===== config.mk =====
export PLATFORM = sky130hd
export DESIGN_NAME = vend_credit_ctrl
export DESIGN_NICKNAME = d
export VERILOG_FILES = /design/src/rtl/vend_credit_ctrl.sv
export SDC_FILE = /design/constraint.sdc
export NUM_CORES = 1
export LEC_CHECK = 0
export CAP_MARGIN = 0
export CORE_MARGIN = 3
export CORE_UTILIZATION = 53
export CTS_BUF_LIST = sky130_fd_sc_hd__clkbuf_2
export CTS_CLUSTER_SIZE = 24
export DETAILED_ROUTE_END_ITERATION = 7
export GPL_ROUTABILITY_DRIVEN = 0
export PLACE_DENSITY = 0.81
export SLEW_MARGIN = 20
export SYNTH_ARGS = -nofsm -noshare
export SYNTH_HDL_FRONTEND = slang
export SYNTH_SLANG_ARGS = --single-unit

===== constraint.sdc =====
create_clock -name clk -period 3.35 [get_ports clk]
set_input_delay 0.5025 -clock clk [delete_from_list [all_inputs] [get_ports clk]]
set_output_delay 0.5025 -clock clk [all_outputs]
set_load 0.1 [all_outputs]

===== src/rtl/vend_credit_ctrl.sv =====
// Coin-operated vending controller: accumulates N/D/Q credit against PRICE, releases one item,
// then pays back any remainder (or a cancelled balance) one coin per hopper handshake.
module vend_credit_ctrl #(
    parameter int PRICE    = 7,
    parameter int CREDIT_W = 4,
    parameter int DIME_CHG = 1
) (
    input  logic                clk,
    input  logic                rst_n,
    input  logic                N,
    input  logic                D,
    input  logic                Q,
    input  logic                cancel,
    input  logic                rel_ack,
    input  logic                hop_ack,
    output logic                R,
    output logic                N1,
    output logic                D1,
    output logic                accept_en,
    output logic [CREDIT_W-1:0] credit
);

    localparam int SUM_W = CREDIT_W + 1;

    if (PRICE < 1 || PRICE > (2**CREDIT_W) - 9) begin : g_bad_param
        $error("vend_credit_ctrl: PRICE must lie in 1..2**CREDIT_W-9");
    end

    typedef enum logic [1:0] {
        S_COLLECT = 2'd0,
        S_VEND    = 2'd1,
        S_CHANGE  = 2'd2
    } state_t;

    state_t              state_q, state_d;
    logic [CREDIT_W-1:0] credit_q, credit_d;
    logic                r_q, r_d, n1_q, n1_d, d1_q, d1_d;
    logic [SUM_W-1:0]    coin_val, sum;
    logic [CREDIT_W-1:0] dec, credit_left;

    always_ff @(posedge clk or negedge rst_n) begin
        if (!rst_n) begin
            state_q  <= S_COLLECT;
            credit_q <= '0;
            r_q      <= 1'b0;
            n1_q     <= 1'b0;
            d1_q     <= 1'b0;
        end else begin
            state_q  <= state_d;
            credit_q <= credit_d;
            r_q      <= r_d;
            n1_q     <= n1_d;
            d1_q     <= d1_d;
        end
    end

    // Simultaneous coins are summed; the extra sum bit plus the PRICE bound keeps this from wrapping.
    assign coin_val    = SUM_W'(N) + (SUM_W'(D) << 1) + (SUM_W'(Q) * SUM_W'(5));
    assign sum         = {1'b0, credit_q} + coin_val;
    assign dec         = d1_q ? CREDIT_W'(2) : CREDIT_W'(1);
    assign credit_left = credit_q - dec;

    always_comb begin
        state_d  = state_q;
        credit_d = credit_q;
        r_d      = r_q;
        n1_d     = n1_q;
        d1_d     = d1_q;
        case (state_q)
            S_COLLECT: begin
                n1_d = 1'b0;
                d1_d = 1'b0;
                if (sum >= SUM_W'(PRICE)) begin
                    credit_d = CREDIT_W'(sum - SUM_W'(PRICE));
                    r_d      = 1'b1;
                    state_d  = S_VEND;
                end else begin
                    r_d      = 1'b0;
                    credit_d = CREDIT_W'(sum);
                    if (cancel && sum != '0) state_d = S_CHANGE;
                end
            end
            S_VEND: begin
                if (rel_ack) begin
                    r_d     = 1'b0;
                    state_d = (credit_q != '0) ? S_CHANGE : S_COLLECT;
                end
            end
            S_CHANGE: begin
                // A request is only raised from an idle cycle, guaranteeing one low cycle between coins.
                if (n1_q || d1_q) begin
                    if (hop_ack) begin
                        n1_d     = 1'b0;
                        d1_d     = 1'b0;
                        credit_d = credit_left;
                        if (credit_left == '0) state_d = S_COLLECT;
                    end
                end else if (credit_q == '0) begin
                    state_d = S_COLLECT;
                end else if (DIME_CHG != 0 && credit_q >= CREDIT_W'(2)) begin
                    d1_d = 1'b1;
                end else begin
                    n1_d = 1'b1;
                end
            end
            default: begin
                state_d  = S_COLLECT;
                credit_d = '0;
                r_d      = 1'b0;
                n1_d     = 1'b0;
                d1_d     = 1'b0;
            end
        endcase
    end

    always_comb begin
        accept_en = (state_q == S_COLLECT);
        R         = r_q;
        N1        = n1_q;
        D1        = d1_q;
        credit    = credit_q;
    end

endmodule


==> After elaboration in Yosys (flattened, before gate mapping) <==
Cells that the tools add are included.
{ "word_totals": {"regBits": 9, "word_cells": 65} }
{ "classes": {"addsub": 5, "multipliers": 1, "order_cmp": 2, "eq_ne": 12, "mux": 26, "bitwise_logic": 2, "n_reduce_logical": 12} }
{ "op_table": {"columns": ["op", "n"], "rows": [
  ["2-bit two-way mux", 9],
  ["3-bit inequality test, second input constant", 6],
  ["4-bit two-way mux", 3],
  ["4-bit case mux with 3 select lines", 1],
  ["1-bit two-way mux", 9],
  ["4-bit zero test", 2],
  ["4-bit AND reduction", 2],
  ["2-bit inequality test, second input constant", 3],
  ["2-bit case mux with 3 select lines", 1],
  ["3-bit by 4-bit adder with 5-bit output", 1],
  ["4-bit by 5-bit adder with 5-bit output", 1],
  ["5-bit by 3-bit greater-or-equal comparator with 1-bit output, second input constant", 1],
  ["5-bit AND reduction", 1],
  ["5-bit nonzero test", 1],
  ["4-bit by 2-bit greater-or-equal comparator with 1-bit output, second input constant", 1],
  ["1-bit by 3-bit multiplier with 4-bit output, second input constant", 1],
  ["1-bit case mux with 2 select lines", 2],
  ["4-bit nonzero test", 1],
  ["4-bit by 2-bit subtractor with 4-bit output", 1],
  ["4-bit by 3-bit subtractor with 4-bit output, second input constant", 1],
  ["1-bit by 2-bit adder with 3-bit output", 1],
  ["3-bit by 1-bit inequality test with 1-bit output, second input constant", 1],
  ["1-bit case mux with 3 select lines", 1],
  ["3-bit AND reduction", 1],
  ["other kinds (7)", 8]
]} }

==> Depth between registers and ports, before layout <==
Gate-level depths: netlist of run 1.
{ "depth": {"word_depth": 8, "ltp_mapped": 9, "ltp_nobuf": 9} }

==> Worst setup path before layout of run 1 <==
No wires, ideal clock.
{ "synth_path": {"kind": "reg2reg", "from": "register credit_q[1] (netlist: credit[1])", "to": "register state_q[1]", "setup_ns": 0.067, "arrival_ns": 2.866, "t_required_ns": 3.283, "setup_slack_ns": 0.416, "stages_incl_launch_ff": 9, "path_buffers": 0, "synth_period_minus_slack_ns": 2.934, "path_cell_list": "dfrtp_1 ha_1 ha_1 inv_1 fa_1 o21bai_1 nor2_4 a211oi_1 o221a_1"} }
{ "synth_via": {"elab_chain_cells": 5} }
{ "synth_lines": {"columns": ["item", "line_no", "rtl"], "rows": [
  ["start, declared", "36", "logic [CREDIT_W-1:0] credit_q, credit_d;"],
  ["start signal, assigned", "50", "credit_q <= credit_d;"],
  ["parallel branches: the longest is 5 deep, another holds 4-bit by 5-bit adder with 5-bit output", null, null],
  ["end signal, assigned", "49", "state_q <= state_d;"],
  ["end, declared", "35", "state_t state_q, state_d;"]
]} }
Several ways; the timed one is not identified. The select of a mux whose other input is x is not followed.
A chain may end at the register's enable or synchronous reset.

==> Worst setup path after layout of run 1 <==
{ "layout_path": {"from": "input port Q", "to": "register state_q[1]"} }
{ "layout_via": {"elab_chain_cells": 7} }
{ "layout_lines": {"columns": ["item", "line_no", "rtl"], "rows": [
  ["start, declared", "12", "input logic Q,"],
  ["1-bit by 3-bit multiplier with 4-bit output *", "58", "assign coin_val = SUM_W'(N) + (SUM_W'(D) << 1) + (SUM_W'(Q) * SUM_W'(5));"],
  ["3-bit by 4-bit adder with 5-bit output *", "58", null],
  ["4-bit by 5-bit adder with 5-bit output *", "59", "assign sum = {1'b0, credit_q} + coin_val;"],
  ["parallel branches: the longest is 4 deep, another holds 5-bit by 3-bit greater-or-equal comparator with 1-bit output", null, null]
]} }
Every way passes the cells marked *.

==> summary.md, run 1 <==
| Metric | Value |
|---|---|
| Slew margin rel. | `35.4%` |
| Period Utilization, post-route | `85.2%` |
| Fmax | `0.350 GHz` |
| Post-Synthesis Net Count | `113` |
| Ratio of cells with drive above 1 in the final layout | `14.5%` |
| Worst Clk Skew | `0.00725 ns` |
| Critical path startpoint | `Q` |
| Layout area overhead | `19.6%` |
| Final ANT Viol Nets | `0` |
| I/O pin total | `16` |
| CP startpoint kind | `input pin` |
| TritonCTS buffer count | `3` |
| Clk sinks | `9` |
| Bufs on Longest Clock Path | `2` |
| Max_cap viols | `0` |
| Nets | `131` |
| Syn_area_per_cell | `9.27 µm²` |
| Reg2Reg Setup Slack | `0.74 ns` |
| H-tree depth | `1` |
| Number of synthesized register bits | `9` |
| CTS tree | `yes` |
| Min Tclk post-route | `2.85 ns` |
| Post-Syn Instances | `93` |
| CP Data Arrival Time | `3.04 ns` |
| Worst Hold Class | `input pin to async pin` |
| Worst-path maximum fanout | `6` |
| Final Hold Vio Count | `0` |
| CP endpoint kind | `register` |
| Iteration-0 DRC Markers | `9` |
| GR Util All Layers | `20.4%` |
| R2R Path End | `state_q[1]` |
| Post-synth top area share | `26.1%` |
| Worst-Margin Slew | `0.965 ns` |
| Core ar. | `0.00142 mm²` |
| Row count | `13` |
| Die Height | `46.3 µm` |
| Post-CTS Setup Inserts | `0` |
| Run status | `complete, no violations` |
| Clock slew at reported path FFs | `0.09 ns` |
| Root Buffer | `clkbuf_2` |
| GR Overflow Total | `0` |
| Post-CTS sizing | `0` |
| Number of global-route vias before repair | `723` |
| Unrepaired setup endpoints after global routing | `false` |
| Antenna violations before repair | `0` |
| Vias per Instance | `6.06` |
| Hold Buf Count CTS | `0` |
| DIE AREA | `0.00215 mm²` |
| Setup-failing EPs final | `0` |
| Seq/Total Area, Yosys | `26.1%` |
| Final setup TNS | `0 ns` |
| CP Capture Point | `state_q[1]` |
| Ranking of synthesized cells by area | `dfrtp_1, ha_1, fa_1` |
| Largest net degree at the start of global routing | `12` |
| DP HPWL | `1470 µm` |
| DR WL/cell | `14.0 µm` |
| Kind of critical path | `input pin to register` |
| Cell Area, Synth | `862 µm²` |
| I/O Buffers | `15` |
| Yosys warns | `0` |
| Initial core utilization | `60.9%` |
| Clk_lat worst skew | `0.25 ns` |
| Post-Route WL | `1750 µm` |
| First-pass detailed-route iteration total | `4` |
| Vias | `757` |
| Filler Cells Inserted | `114` |
| Critical Path RT | `3.54 ns` |
| DRC viols | `0` |
| Die W | `46.3 µm` |
| R2r startpoint | `credit[0]` |
| Synth area leader | `dfrtp_1` |
| Synth cell types | `37` |
| First-pass GRT wire length | `3020 µm` |
| Reg2reg path depth | `8` |
| Diodes inserted | `0` |
| Slew Viols, Final | `0` |
-- critical path, cell delays in order --
cell,delay [ns]
clkdlybuf4s50_1,0.46
fa_1,0.41
ha_1,0.22
inv_1,0.09
fa_1,0.49
o21bai_1,0.35
nor2_4,0.09
a211oi_1,0.23
o221a_1,0.20
-- placed cells by master (no fill, tap or decap), types with 2 or more instances in the layout --
cell type,synthesis,layout
a211oi_1,2,2
a21oi_1,4,4
buf_4,0,4
clkbuf_2,0,4
clkdlybuf4s50_1,0,11
dfrtp_1,9,9
fa_1,3,3
ha_1,9,9
inv_1,11,11
mux2i_1,2,2
nand2_1,3,3
nand2b_1,2,2
nor2_1,3,3
nor2b_1,3,3
nor3_1,7,7
o21ai_0,5,5
o22ai_1,2,2
xnor2_1,5,5
-- through the flow --
step                      utilization (%)  setup WS (ns)  instance area [µm²]  cells  hold WS [ns]
after detailed placement             71.4          0.242                 1010    121         0.604
after CTS                            72.9          0.531                 1030    125         0.533
after global placement               71.4          0.318                 1010    121         0.527
after global routing                 72.9          0.375                 1030    125         0.546
final                                72.9          0.497                 1030    125         0.529
after floorplan                         -          0.416                  862     93         0.207
-- worst min path at each step --
stage                      to  slack (ns)  cells after the start  startpoint
floorplan                  D1        0.21                      0       rst_n
global placement            R        0.53                      2           R
detailed placement  credit[3]        0.60                      1   credit[3]
CTS                 credit[0]        0.53                      1       rst_n
global route                R        0.55                      1       rst_n
finish              credit[0]        0.53                      1       rst_n
-- per-layer routing --
layer / vias to the layer above / global-route usage [%] / share of wire, %
li1: 369 / - / -
met3: 4 / 3.13 / 3.8
met2: 23 / 33.2 / 50
met5: - / 0 / 0
met1: 361 / 24.3 / 44
met4: 0 / 13.6 / 1.7
-- sequential cells by signal, indices dropped and copies added (netlist names) --
name and flops:
credit 4, R 1, state_q 2, D1 1
N1 1
-- layout make-up --
| cell class | instances | area [µm²] | share of cell area, % |
|---|---|---|---|
| well taps | 15 | 18.8 | 1.82 |
| clock buffers | 4 | 20.0 | 1.94 |
| inverters | 12 | 45.0 | 4.37 |
| flip-flops and latches | 9 | 225 | 21.8 |
| multi-input cells | 70 | 582 | 56.4 |
| repair buffers | 15 | 140 | 13.6 |
-- cells in the mapped netlist --
cell type / count
ha_1: 9
a221oi_2: 1
or2b_1: 1
nor2_4: 1
nor2_1: 3
fa_1: 3
nand3_1: 1
a211oi_2: 1
o221a_1: 1
o21ai_2: 1
a211o_1: 1
mux2i_1: 2
nor2b_1: 3
o21ai_0: 5
nand3b_1: 1
o211ai_1: 1
o211a_1: 1
buf_2: 2
dfrtp_1: 9
or2_2: 1
xnor2_1: 5
nand2_1: 3
inv_1: 11
o22ai_1: 2
nor4b_2: 1
a211oi_1: 2
nor3_1: 7
nand2b_1: 2
a221oi_1: 1
a21oi_2: 1
a21oi_1: 4
a41oi_1: 1
or2_1: 1
o22a_1: 1
a2bb2oi_1: 1
o21bai_1: 1
inv_2: 1
-- kinds of logic (layout without fill, tap and decap cells) --
kind of cell	after synthesis	count (layout)	synth area share (%)
compound gates	26	26	22.9
xor+xnor	5	5	5.08
fa+ha+maj	12	12	20.0
buf+inv	14	31	6.39
flops	9	9	26.1
mux	2	2	2.32
simple gates	25	25	17.1
Power of run 1 is left out: the tool's default activity adds up to more than one toggle a clock period on the data nets, which glitch-free logic cannot reach.
==> run 2, diff against run 1 <==
--- a/config.mk
+++ b/config.mk
@@ -6,7 +6,7 @@
 export NUM_CORES = 1
 export LEC_CHECK = 0
 export CAP_MARGIN = 0
-export CORE_MARGIN = 3
+export CORE_MARGIN = 2
 export CORE_UTILIZATION = 53
 export CTS_BUF_LIST = sky130_fd_sc_hd__clkbuf_2
 export CTS_CLUSTER_SIZE = 24
==> run 2 against run 1 <==
  * First-iteration DRC count is 44% lower
  * Design area up 0.12%
  * Clock-buffer cell count unchanged
  * Flip-flop and latch count is the same
  * Critical path depth is the same
  * Clock skew shrank 0.0069 ns
  * Routed wire length is 2.1% higher
  * Die area shrank 8.4%
  * Global-route usage is 2.7 points higher
  * Core utilization is 5.1 points lower
  * Final cell count grew 0.80%
==> summary.md, run 2 (same netlist as run 1, synthesis figures left out) <==
| Metric | Value |
|---|---|
| Diodes inserted | `0 (unchanged)` |
| Worst Clk Skew | `0.000337 ns (-0.00691 ns)` |
| Pre-CTS setup slack | `0.233 ns (-0.00883 ns)` |
| Die Height | `44.3 µm (-4.3%)` |
| CP max stage cell | `fa_1` |
| Vias per Instance | `5.76 (-4.9%)` |
| DR WL/cell | `14.2 µm (+1.3%)` |
| I/O pin total | `16 (unchanged)` |
| Highest-count cells in the layout ignoring fill and taps | `inv_1, clkdlybuf4s50_1, dfrtp_1, ha_1, nor3_1` |
| Ratio of cells with drive above 1 in the final layout | `14.5% (unchanged)` |
| CTS tree | `yes` |
| CP dominant cell by count | `fa_1` |
| Min Tclk post-route | `2.82 ns (-0.0332 ns)` |
| CP Data Arrival Time | `3.01 ns (-0.03 ns)` |
| Hold Buf Count CTS | `0 (unchanged)` |
| Post-CTS Setup Inserts | `0 (unchanged)` |
| Final Hold Vio Count | `0 (unchanged)` |
| Post-Route WL | `1790 µm (+2.1%)` |
| GR Util All Layers | `23.1% (+2.7 points)` |
| Antenna violations before repair | `0 (unchanged)` |
| Clock slew at reported path FFs | `0.09 ns (about the same)` |
| Kind of critical path | `input pin to register` |
| Clk sinks | `9 (unchanged)` |
| Post-route setup slack | `0.530 ns (+0.0332 ns)` |
| Vias | `726 (-4.1%)` |
| R2r startpoint | `credit[0]` |
| GR Overflow Total | `0 (unchanged)` |
| Bufs on Longest Clock Path | `2 (unchanged)` |
| Critical Path RT | `3.54 ns (about the same)` |
| CP Cell Sequence | `clkdlybuf4s50_1 -> fa_1 -> ha_1 -> inv_1 -> fa_1 -> o21bai_1 -> nor2_4 -> a211oi_1 -> o221a_1` |
| Root Buffer | `clkbuf_2` |
| Worst-Margin Slew | `0.965 ns (-0.000863 ns)` |
| Row count | `14 (+1)` |
| Post-CTS sizing | `0 (unchanged)` |
| Initial core utilization | `56.6% (-4.4 points)` |
| H-tree depth | `1 (unchanged)` |
| Layout area overhead | `19.7%` |
| Number of global-route vias before repair | `704 (-2.6%)` |
| Kind of cell adding the most delay to the critical path | `adder cells` |
| Core ar. | `0.00152 mm² (+7.7%)` |
| Max_cap viols | `0 (unchanged)` |
| Worst-path maximum fanout | `6 (unchanged)` |
| DRC viols | `0 (unchanged)` |
| Largest net degree at the start of global routing | `12 (unchanged)` |
| First-pass GRT wire length | `3220 µm (+6.6%)` |
| I/O Buffers | `15 (unchanged)` |
| Period Utilization, post-route | `84.2% (-0.99 points)` |
| Setup-failing EPs final | `0 (unchanged)` |
| First-pass detailed-route iteration total | `4 (unchanged)` |
| Fmax | `0.355 GHz (+1.2%)` |
| Final ANT Viol Nets | `0 (unchanged)` |
| Iteration-0 DRC Markers | `5 (-4)` |
| Max reg flops | `4 (unchanged)` |
| Critical path startpoint | `Q` |
| Die W | `44.3 µm (-4.3%)` |
| CP endpoint kind | `register` |
| DIE AREA | `0.00197 mm² (-8.4%)` |
| Slew margin rel. | `35.5% (+0.058 points)` |
| Worst Hold Class | `input pin to async pin` |
| Run status | `complete, no violations` |
| CP peak stage delay | `0.49 ns (about the same)` |
| Final setup TNS | `0 ns (unchanged)` |
| Nets | `131 (unchanged)` |
| Clk_lat worst skew | `0.25 ns (about the same)` |
| Critical path buffers and inverters | `2 (unchanged)` |
| Unrepaired setup endpoints after global routing | `false` |
| Final hold slack | `0.535 ns (+0.00634 ns)` |
| CP startpoint kind | `input pin` |
| Slew Viols, Final | `0 (unchanged)` |
| TritonCTS buffer count | `3 (unchanged)` |
| Filler Cells Inserted | `134 (+18%)` |
| DP HPWL | `1490 µm (+1.5%)` |
==> run 2: final timing paths <==
| path | end | slack, ns | cells after the start |
|---|---|---|---|
| min in group clk | R | 0.55 | 2 |
| hold / removal | D1 | 0.54 | 1 |
| hold reg to reg | R | 0.55 | 2 |
| max in group asynchronous | credit[2] | 2.54 | 1 |
| setup / recovery | state_q[1] | 0.53 | 9 |
| setup reg to reg | state_q[1] | 0.76 | 8 |
==> run 2: final cells by class <==
type | count | area [µm²] | area share (%)
flip-flops and latches | 9 | 225 | 21.8
multi-input cells | 70 | 582 | 56.4
well taps | 16 | 20.0 | 1.94
repair buffers | 15 | 140 | 13.6
clock buffers | 4 | 20.0 | 1.94
inverters | 12 | 45.0 | 4.36
==> run 2: stage by stage <==
step	cells	cell area, µm²	util, %
global placement	122	1010	66.4
floorplan	93	862	-
CTS	126	1030	67.7
finish	126	1030	67.7
global route	126	1030	67.7
detailed placement	122	1010	66.4
==> run 2: metal layers <==
layer  track usage [%]  part of all wire (%)  vias to the layer above
met4              14.5                   3.0                        0
met1              29.5                    45                      340
met2              37.4                    50                       11
met3              2.45                   2.0                        4
met5                 0                     0                        -
li1                  -                     -                      371
Power of run 2 is left out for the same reason.
==> RTL edit 1 (settings of run 2) <==
Change the parameter `DIME_CHG` from 1 to 0.
--- a/src/rtl/vend_credit_ctrl.sv
+++ b/src/rtl/vend_credit_ctrl.sv
@@ -4,5 +4,5 @@
     parameter int PRICE    = 7,
     parameter int CREDIT_W = 4,
-    parameter int DIME_CHG = 1
+    parameter int DIME_CHG = 0
 ) (
     input  logic                clk,
Behaviour: not the same (Yosys sat finds a counterexample within 4 cycles, from zero or initial values and one cycle with rst_n low).
==> RTL edit 1 against run 2 <==
Sequential cell count down 1; global-route usage is 0.50 points lower; die area is 5.8% lower; wire length decreased by 4.5%; setup slack better by 0.15 ns; clock skew up 0.0055 ns; synthesized cell count is the same; final area is 7.6% lower; worst hold slack better by 0.0016 ns; synthesized area shrank 6.4%; critical endpoint is now credit[3].
Power is left out: the tool's default activity adds up to more than one toggle a clock period on the data nets, which glitch-free logic cannot reach.
==> RTL edit 1: results (changes against run 2) <==
- First-iteration detailed-routing DRC count: 19 (+14)
- DRT antenna net count: 0 (unchanged)
- Fill cell count: 143 (+6.7%)
- Cell variety after synth: 40 (+8.1%)
- Place WS: 0.419 ns (+0.186 ns)
- Nets@finish: 128 (-2.3%)
- Pre-antenna DRT Iters: 4 (unchanged)
- Initial antenna violation count: 0 (unchanged)
- Clock skew: 0.00580 ns (+0.00546 ns)
- Port Buffers: 14 (-1)
- Register area share after synthesis: 0.248 (-0.0132)
- Status: finished clean
- Largest net degree at the start of global routing: 15 (+3)
- Num CTS Buffers: 3 (unchanged)
- Later-pin clock latency in the skew report: 0.23 ns (-0.02 ns)
- Number of global-route vias before repair: 733 (+4.1%)
- Top cells by area, synth: dfrtp_1 (25%), ha_1 (14%), fa_1 (5.0%), inv_1 (4.2%), nand2_1 (3.3%)
- WP data arrival: 2.78 ns (-0.23 ns)
- Post-synthesis async set-or-reset flop share: 1.00 (unchanged)
- Syn_nets: 112 (-0.88%)
- Top post-synthesis cells by count: ha_1 (9), inv_1 (9), dfrtp_1 (8)
- Hold Path Class: in2async
- HPWL Detailed: 1400 um (-6.1%)
- First-pass GRT wire length: 3160 um (-1.9%)
- GRT Total Usage: 0.226 (-0.00502)
- Worst-Margin Slew: 0.974 ns (+0.00941 ns)
- Setup bufs post-CTS: 0 (unchanged)
- Drt total wl: 1710 um (-4.5%)
- Post-placement cell area: 938 um2 (-7.3%)
- H-tree depth: 1 (unchanged)
- Worst-path fanout max: 5 (-1)
- Ys Warns: 0 (unchanged)
- Vias: 708 (-2.5%)
- Register area: 200 um2 (-11%)
- Fraction of layout cells with a size suffix above 1: 0.112 (-0.0333)
-- RTL edit 1: cell families after synthesis --
group	share of synthesized area
DFF	0.248
and+or+nand+nor	0.267
other	0.00465
xor gates and xnor gates	0.0434
buffers and inverters	0.0620
adders and majority gates	0.189
AOI/OAI and AO/OA	0.186
-- RTL edit 1: area by class of cell --
class,instances,share of cell area
timing repair buffer,14,0.134
sequential,8,0.210
multi-input combinational,73,0.584
tap,16,0.0210
inverter,9,0.0354
clock buffer,3,0.0157
-- RTL edit 1: worst paths after layout --
kind | slack, ns | cells past startpoint | from | endpoint
min in group clk | 0.55 | 2 | R | R
min | 0.54 | 1 | rst_n | N1
max | 0.68 | 9 | Q | credit[3]
max in group asynchronous | 2.55 | 1 | rst_n | R
max reg2reg | 0.95 | 8 | credit[0] | credit[3]
min reg2reg | 0.55 | 2 | R | R
-- RTL edit 1: routing by layer --
metal  wire length [um]  vias up  global-route usage
met4                 13        0              0.0727
li1                   -      363                   -
met3                101        2              0.0681
met5                  0        -                   0
met2                808       18               0.364
met1                783      325               0.290
-- RTL edit 1: stage by stage --
stage	cells	hold WS [ns]
detailed placement	120	0.532
global placement	120	0.510
finish	123	0.537
CTS	123	0.542
floorplan	93	0.207
global route	123	0.528
-- RTL edit 1: critical path, cell delays in order --
cell	delay [ns]
clkdlybuf4s50_1	0.45
fa_1	0.41
ha_1	0.21
inv_1	0.07
fa_1	0.47
inv_1	0.10
a21o_1	0.17
nor2_1	0.08
o41ai_1	0.32
==> RTL edit 2 (flow settings as in run 2) <==
Without the edit above. Put a register stage on the output `credit`. The value now appears one clock later. The other outputs are not delayed to match.
--- a/src/rtl/vend_credit_ctrl.sv
+++ b/src/rtl/vend_credit_ctrl.sv
@@ -22,4 +22,6 @@
 
     localparam int SUM_W = CREDIT_W + 1;
+
+    logic [CREDIT_W-1:0] credit_c;
 
     if (PRICE < 1 || PRICE > (2**CREDIT_W) - 9) begin : g_bad_param
@@ -119,5 +121,9 @@
         N1        = n1_q;
         D1        = d1_q;
-        credit    = credit_q;
+        credit_c  = credit_q;
+    end
+
+    always_ff @(posedge clk) begin
+        credit <= credit_c;
     end
 
Behaviour: not the same (a bounded check fails within 4 cycles, from zero or initial values and one cycle with rst_n low).
==> RTL edit 2 against run 2 <==
Wire length up 13%; register-to-register slack got worse by 0.23 ns; final area up 10%; maximum frequency is 3.6% lower; sequential cell count grew 4; synthesized area is 10% higher; setup slack got worse by 0.11 ns; largest cell class unchanged; highest routed layer unchanged.
Power is left out: the tool's default activity adds up to more than one toggle a clock period on the data nets, which glitch-free logic cannot reach.
==> RTL edit 2: results (changes against run 2) <==
- Nets@finish: 138 (+5.3%)
- Drt via density: 5.77 (about the same)
- GRT Total Usage: 0.220 (-0.0109)
- Buffer depth of the longest clock path: 2 (unchanged)
- H-tree depth: 1 (unchanged)
- Routed WL per cell: 14.2 um (-0.15%)
- Root buf cell: clkbuf_2
- Port Buffers: 15 (unchanged)
- CP top delay family: adder cells
- Fraction of layout cells with a size suffix above 1: 0.103 (-0.0429)
- Place WS: 0.140 ns (-0.0927 ns)
- Top cells by area, synth: dfrtp_1 (24%), ha_1 (12%), dfxtp_1 (8.4%), fa_1 (6.3%), inv_1 (4.7%)
- Top post-synthesis cells by count: inv_1 (12), dfrtp_1 (9), ha_1 (9)
- Pre-antenna DRT Iters: 4 (unchanged)
- Critical-path top delay cell: fa_1
- First-iteration detailed-routing DRC count: 18 (+13)
- Number of global-route vias before repair: 766 (+8.8%)
- Cell variety after synth: 40 (+8.1%)
- Status: finished clean
- Worst reg2reg startpoint: credit_c[1]
- Syn_nets: 120 (+6.2%)
- Register area share after synthesis: 0.321 (+0.0602)
- Worst path bufs/invs: 2 (unchanged)
- Residual DRC: 0 (unchanged)
- WHS: 0.510 ns (-0.0254 ns)
- R2R cell count: 8 (unchanged)
- HPWL Detailed: 1640 um (+10%)
- Setup bufs post-CTS: 0 (unchanged)
- Worst-Margin Slew: 0.970 ns (+0.00591 ns)
- CP peak stage delay: 0.49 ns (about the same)
- WP data arrival: 3.08 ns (+0.07 ns)
- Initial antenna violation count: 0 (unchanged)
- Largest net degree at the start of global routing: 11 (-1)
- R2r setup slk: 0.53 ns (-0.23 ns)
- Hold Path Class: in2async
- Ys Warns: 0 (unchanged)
- Reg clk slew, reported paths: 0.13 ns (+0.04 ns)
- FF-to-FF End: credit_c[1]
- PostCTS Resize Cnt: 0 (unchanged)
- Clock skew: 0.00564 ns (+0.00531 ns)
- Worst-path fanout max: 6 (unchanged)
- N_diodes: 0 (unchanged)
- Post-synthesis async set-or-reset flop share: 0.692 (-0.308)
- Later-pin clock latency in the skew report: 0.26 ns
- Num CTS Buffers: 3 (unchanged)
- Fmax: 342 MHz (-3.6%)
- First-pass GRT wire length: 3320 um (+3.0%)
[RTL edit 2: cell families after synthesis]
| logic type | Yosys count | share of synthesized area |
|---|---|---|
| AO/OA/AOI/OAI | 28 | 0.215 |
| multiplexers | 2 | 0.0211 |
| adder cells (fa/ha/maj) | 12 | 0.182 |
| AND/OR/NAND/NOR | 27 | 0.167 |
| flip-flops | 13 | 0.321 |
| XOR/XNOR | 4 | 0.0369 |
| buffers and inverters | 14 | 0.0566 |
[RTL edit 2: worst max-delay path by stage]
stage,cells past startpoint,to,start
3_5_place_dp,9,state_q[1],N
6_report,9,state_q[1],N
5_1_grt,9,credit_c[0],D
2_1_floorplan,7,state_q[1],D1
4_1_cts,9,state_q[1],N
3_3_place_gp,9,state_q[1],D
[RTL edit 2: layout make-up]
class	instances	area, um2
fillers	152	568
multi-input cells	73	591
clock inverters	1	5.00
inverters	12	45.0
well taps	25	31.3
repair buffers	15	148
flip-flops and latches	13	305
clock buffers	3	15.0
[RTL edit 2: through the flow]
| step | instances | instance area (um2) |
|---|---|---|
| after floorplan | 100 | 950 |
| after global placement | 138 | 1120 |
| after detailed placement | 138 | 1120 |
| after CTS | 142 | 1140 |
| after global routing | 142 | 1140 |
| final | 142 | 1140 |
[RTL edit 2: layer usage]
layer  track usage  vias up  wire length [um]
li1              -      400                 -
met1         0.290      383               870
met5             0        -                 0
met2         0.358       32              1020
met3        0.0157        4                87
met4         0.114        0                31
